==> config.mk <==
export PLATFORM = sky130hd
export DESIGN_NAME = alu_arbiter
export DESIGN_NICKNAME = d
export VERILOG_FILES = /design/src/rtl/alu_arbiter.sv
export SDC_FILE = /design/constraint.sdc
export NUM_CORES = 1
export LEC_CHECK = 0
export ABC_CLOCK_PERIOD_IN_PS = 1760
export CAP_MARGIN = 20
export CORE_MARGIN = 2
export CORE_UTILIZATION = 39
export DETAILED_ROUTE_END_ITERATION = 12
export GPL_TIMING_DRIVEN = 0
export PLACE_DENSITY = 0.81
export SETUP_SLACK_MARGIN = 0.1
export SLEW_MARGIN = 20
export SYNTH_ARGS = -nofsm -noshare
export SYNTH_HDL_FRONTEND = slang
export SYNTH_SLANG_ARGS = --single-unit
==> constraint.sdc <==
create_clock -name clk -period 1.76 [get_ports clk]
set_clock_uncertainty 0.15 [all_clocks]
set_input_delay 0.264 -clock clk [delete_from_list [all_inputs] [get_ports clk]]
set_output_delay 0.264 -clock clk [all_outputs]
set_load 0.01 [all_outputs]
==> src/rtl/alu_arbiter.sv <==
// Two-port front end for a single shared ALU: grants one requester at a time,
// walks each transaction through IDLE -> EXEC -> RESP and holds the result until consumed.
module alu_arbiter #(
  parameter int RR_EN  = 1,
  parameter int DATA_W = 32
) (
  input  logic              clk,
  input  logic              rst,
  input  logic              r0_valid,
  output logic              r0_ready,
  input  logic [3:0]        r0_ctrl,
  input  logic [DATA_W-1:0] r0_src1,
  input  logic [DATA_W-1:0] r0_src2,
  output logic              r0_rsp_valid,
  input  logic              r0_rsp_ready,
  output logic [DATA_W-1:0] r0_result,
  output logic              r0_z,
  input  logic              r1_valid,
  output logic              r1_ready,
  input  logic [3:0]        r1_ctrl,
  input  logic [DATA_W-1:0] r1_src1,
  input  logic [DATA_W-1:0] r1_src2,
  output logic              r1_rsp_valid,
  input  logic              r1_rsp_ready,
  output logic [DATA_W-1:0] r1_result,
  output logic              r1_z,
  output logic [3:0]        alu_ctrl,
  output logic [DATA_W-1:0] alu_src1,
  output logic [DATA_W-1:0] alu_src2,
  input  logic [DATA_W-1:0] alu_result,
  input  logic              alu_z
);

  typedef enum logic [1:0] {IDLE, EXEC, RESP} state_t;

  state_t              state_q, state_d;
  logic                grant_q, grant_d;
  logic                last_grant_q, last_grant_d;
  logic [3:0]          opc_q, opc_d;
  logic [DATA_W-1:0]   op1_q, op1_d;
  logic [DATA_W-1:0]   op2_q, op2_d;
  logic [DATA_W-1:0]   result_q [2];
  logic [DATA_W-1:0]   result_d [2];
  logic [1:0]          z_q, z_d;
  logic [1:0]          rsp_valid_q, rsp_valid_d;
  logic [1:0]          req, rsp_rdy, ready;
  logic                win;

  assign req     = {r1_valid, r0_valid};
  assign rsp_rdy = {r1_rsp_ready, r0_rsp_ready};

  // A tie goes to the port that did not complete last (round-robin) or to port 0.
  always_comb begin
    if (req == 2'b11) win = (RR_EN != 0) ? ~last_grant_q : 1'b0;
    else              win = req[1];
  end

  always_comb begin
    state_d      = state_q;
    grant_d      = grant_q;
    last_grant_d = last_grant_q;
    opc_d        = opc_q;
    op1_d        = op1_q;
    op2_d        = op2_q;
    result_d     = result_q;
    z_d          = z_q;
    rsp_valid_d  = rsp_valid_q;
    ready        = 2'b00;
    case (state_q)
      IDLE: begin
        if (|req) begin
          ready[win] = 1'b1;
          grant_d    = win;
          opc_d      = win ? r1_ctrl : r0_ctrl;
          op1_d      = win ? r1_src1 : r0_src1;
          op2_d      = win ? r1_src2 : r0_src2;
          state_d    = EXEC;
        end
      end
      EXEC: begin
        result_d[grant_q]    = alu_result;
        z_d[grant_q]         = alu_z;
        rsp_valid_d[grant_q] = 1'b1;
        state_d              = RESP;
      end
      RESP: begin
        if (rsp_rdy[grant_q]) begin
          rsp_valid_d[grant_q] = 1'b0;
          last_grant_d         = grant_q;
          state_d              = IDLE;
        end
      end
      default: state_d = IDLE;
    endcase
  end

  always_ff @(posedge clk) begin
    if (rst) begin
      state_q      <= IDLE;
      grant_q      <= 1'b0;
      last_grant_q <= 1'b1;
      opc_q        <= '0;
      op1_q        <= '0;
      op2_q        <= '0;
      result_q     <= '{default: '0};
      z_q          <= '0;
      rsp_valid_q  <= '0;
    end else begin
      state_q      <= state_d;
      grant_q      <= grant_d;
      last_grant_q <= last_grant_d;
      opc_q        <= opc_d;
      op1_q        <= op1_d;
      op2_q        <= op2_d;
      result_q     <= result_d;
      z_q          <= z_d;
      rsp_valid_q  <= rsp_valid_d;
    end
  end

  // Reset wins over a same-cycle grant so nothing is accepted during reset.
  assign r0_ready     = ready[0] & ~rst;
  assign r1_ready     = ready[1] & ~rst;
  assign r0_rsp_valid = rsp_valid_q[0];
  assign r1_rsp_valid = rsp_valid_q[1];
  assign r0_result    = result_q[0];
  assign r1_result    = result_q[1];
  assign r0_z         = z_q[0];
  assign r1_z         = z_q[1];
  assign alu_ctrl     = opc_q;
  assign alu_src1     = op1_q;
  assign alu_src2     = op2_q;

endmodule

==> reports/results.ini, run 1 <==
[status]
status = finished with violations
failed_checks = setup timing

[sta]
fmax_mhz = 518.1
worstMarginPinSlew_ns = 0.6042
rsz0062_at_grt = yes
relSlewSlack_pct = 59.57
setup_tns_ns = -0.2208
setup_ws_ns = -0.1700
period_minus_slack_ns = 1.930
finalMaxSlewViolations = 0
hold_violations = 0
timing.hold.ws_ns = 0.1787
fin_crit_sh_pct = 109.7
setup_viol = 4

[setup_path]
crit_fanout = 4
endpoint_kind = output port
worstPathArrival_ns = 1.52
start_kind = register
cp.required_ns = 1.35
crit_type = reg2out

[layout]
drive_gt1_share_pct = 10.26
layout.nets = 1244
nFillCells = 1300
syn_to_final_growth_pct = 71.66
antenna_cells = 0
postLayoutCoreUtil_pct = 67.84
final_area_sq_um = 9786
fin_cells = 1266

[place]
port_buffers = 311
placed_area_sq_um = 9044
place.gp.congestion = 0.9199
placedCellCount = 1218
dp.final_hpwl_um = 16260

[synthesis]
synth_edf_count = 0
synthesis.area_sq_um = 5700
synth_seq_cells = 140
ys_warn_count = 0
synthDistinctLibCells = 34
netlist_instances = 723
synth_nets = 898
async_flop_share_pct = 0
synth_ff_type = dfxtp_1
netlist.area_leader.share_pct = 49.17
syn_avg_cell_area_sq_um = 7.884
yosysTopAreaCell = dfxtp_1
yosysSeqAreaShare_pct = 49.17
yosys-top-cells-area = dfxtp_1 49%, nand2_1 12%, a21oi_1 8.3%, nand4_1 4.8%, a31oi_1 4.4%

[drt]
drtIter0Drc = 486
remaining_drc_errors = 0
dr.pass1.iters = 5
ant_nets = 0
routed_via_density = 5.309
wl_per_cell_um = 17.30
via_count = 6721
wirelength_um = 21900

[flow_run]
drv_cap = 0

[power_and_ir_drop]
p_leak_nw = 4.114
vdd_ir_drop_max_mv = 0.6433
powerDensity_nw_per_um2 = 942.0

[die]
start_util_pct = 39.52
die_area_sq_um = 15600
die_y_um = 124.9
boundaryPins = 313
num_rows = 44
core-area_sq_um = 14420
die_w_um = 124.9

[global_routing]
grt_max_degree = 19
grt_pass1_wl_um = 34280
grtUsageTotal_pct = 27.39
grt_pass1_vias = 6402
antenna_found_initial = 0
overflow = 0

[clock_network]
clockRootBuffer = clkbuf_16
cts_made_buffers = 17
cts_buffer_depth = 2
htreeDepth = 4
cts_tree = done
insertion_delay_ns = 0.42
cts_sinks = 140
clk_pin_slew_worst_paths_ns = 0.06

[worst_hold_path]
hp-class = in2reg

## Yosys cell counts (2+ instances only)
library cell	count
a211oi_1	2
a21oi_1	95
a311oi_1	24
a31oi_1	40
buf_1	2
buf_2	29
clkbuf_1	46
dfxtp_1	140
inv_1	7
nand2_1	182
nand2b_1	2
nand3_1	44
nand3b_1	2
nand4_1	44
nor2_1	2
o21ai_0	36
o21ai_1	5
o311ai_0	4
o31ai_1	2
## critical path: stages, from the launching register on
cell	delay [ns]
dfxtp_2	0.33
buf_6	0.13
nor3_4	0.22
buf_6	0.14
and3_4	0.18
buf_6	0.10
## worst paths after layout
| kind | startpoint | to | slack, ns | cells past startpoint |
|---|---|---|---|---|
| max | state_q[1] | r0_ready | -0.17 | 5 |
| min | rst | grant_q | 0.18 | 4 |
| min reg2reg | r0_result[31] | r0_result[31] | 0.30 | 2 |
| max reg2reg | state_q[0] | alu_src2[8] | -0.04 | 6 |
## cell families after synthesis
group           after synthesis  share of synthesized area [%]
simple gates                286                          22.74
compound gates              212                          21.80
flops                       140                          49.17
buf+inv                      85                          6.300
## layout by cell type (no fill, tap or decap), types with 2 or more instances in the layout
cell type	count
nand2_1	180
clkdlybuf4s50_1	171
dlygate4sd2_1	138
dfxtp_1	137
a21oi_1	93
nand3_1	44
nand4_1	44
a31oi_1	40
o21ai_0	35
clkbuf_1	30
a311oi_1	24
buf_4	23
clkbuf_16	17
buf_6	13
buf_2	13
clkbuf_4	7
inv_1	7
clkbuf_2	6
o21ai_1	6
clkinv_2	5
clkinv_4	4
o311ai_0	3
bufinv_16	3
nand2b_1	2
nand2_2	2
buf_1	2
a21oi_2	2
nand3b_1	2
o31ai_1	2
a211oi_1	2
clkinvlp_4	2
dfxtp_4	2
## power by group
group	total (mW)	switching, mW	internal (mW)
sequential	3.55	0.125	3.43
combinational	2.02	1.03	0.995
clock	3.64	1.42	2.22
## per-layer routing
metal | GRT usage (%) | vias to the layer above | wire (um)
li1 | - | 3265 | -
met1 | 33.20 | 3110 | 8689
met2 | 47.25 | 309 | 11020
met3 | 7.045 | 37 | 1658
met4 | 9.608 | 0 | 533
met5 | 0 | - | 0
## area by class of cell
cell class | count | area (sq um) | area share (%)
Sequential cell | 140 | 2811 | 28.73
Multi-Input combinational cell | 498 | 2577 | 26.34
Inverter | 7 | 26.28 | 0.2685
Timing Repair Buffer | 328 | 3075 | 31.43
Tap cell | 184 | 230.2 | 2.353
Buffer | 77 | 465.4 | 4.756
Clock buffer | 17 | 425.4 | 4.347
Clock inverter | 15 | 173.9 | 1.777
## state kept, by name, indices dropped and copies added (netlist names), named ones only
name	flops
alu_src2	32
alu_src1	32
last_grant_q	1
r1_result	32
alu_ctrl	4
grant_q	1
r0_result	32
state_q	2
z_q	2
## per-stage QoR
| step | power (mW) | setup WS [ns] |
|---|---|---|
| global route | 9.589 | -0.2150 |
| finish | 9.218 | -0.1700 |
| detailed placement | 5.663 | -1.168 |
| CTS | 9.205 | -0.1569 |
| floorplan | 4.485 | 0.2100 |
| global placement | 5.637 | -1.146 |
## what timing repair did
action,4_1_cts,5_1_grt
hold endpoints to repair,0,0
gates cloned,0,1
setup endpoints to repair,263,131
pin swaps,1,1
setup buffers,12,5
resized for setup,192,49
hold buffers,0,0
Power figures use the tool's default switching activity.
==> inputs of run 2 (changes only) <==
--- a/config.mk
+++ b/config.mk
@@ -6,7 +6,7 @@
 export NUM_CORES = 1
 export LEC_CHECK = 0
 export ABC_CLOCK_PERIOD_IN_PS = 1760
-export CAP_MARGIN = 20
+export CAP_MARGIN = 0
 export CORE_MARGIN = 2
 export CORE_UTILIZATION = 39
 export DETAILED_ROUTE_END_ITERATION = 12
==> results of run 2 <==
No change in the layout: final DEF, timing and power equal those of run 1.
==> inputs of run 3 (changes only) <==
--- a/config.mk
+++ b/config.mk
@@ -13,7 +13,7 @@
 export GPL_TIMING_DRIVEN = 0
 export PLACE_DENSITY = 0.81
 export SETUP_SLACK_MARGIN = 0.1
-export SLEW_MARGIN = 20
+export SLEW_MARGIN = 40
 export SYNTH_ARGS = -nofsm -noshare
 export SYNTH_HDL_FRONTEND = slang
 export SYNTH_SLANG_ARGS = --single-unit
==> results of run 3 <==
No change in the layout: final DEF, timing and power equal those of run 1.
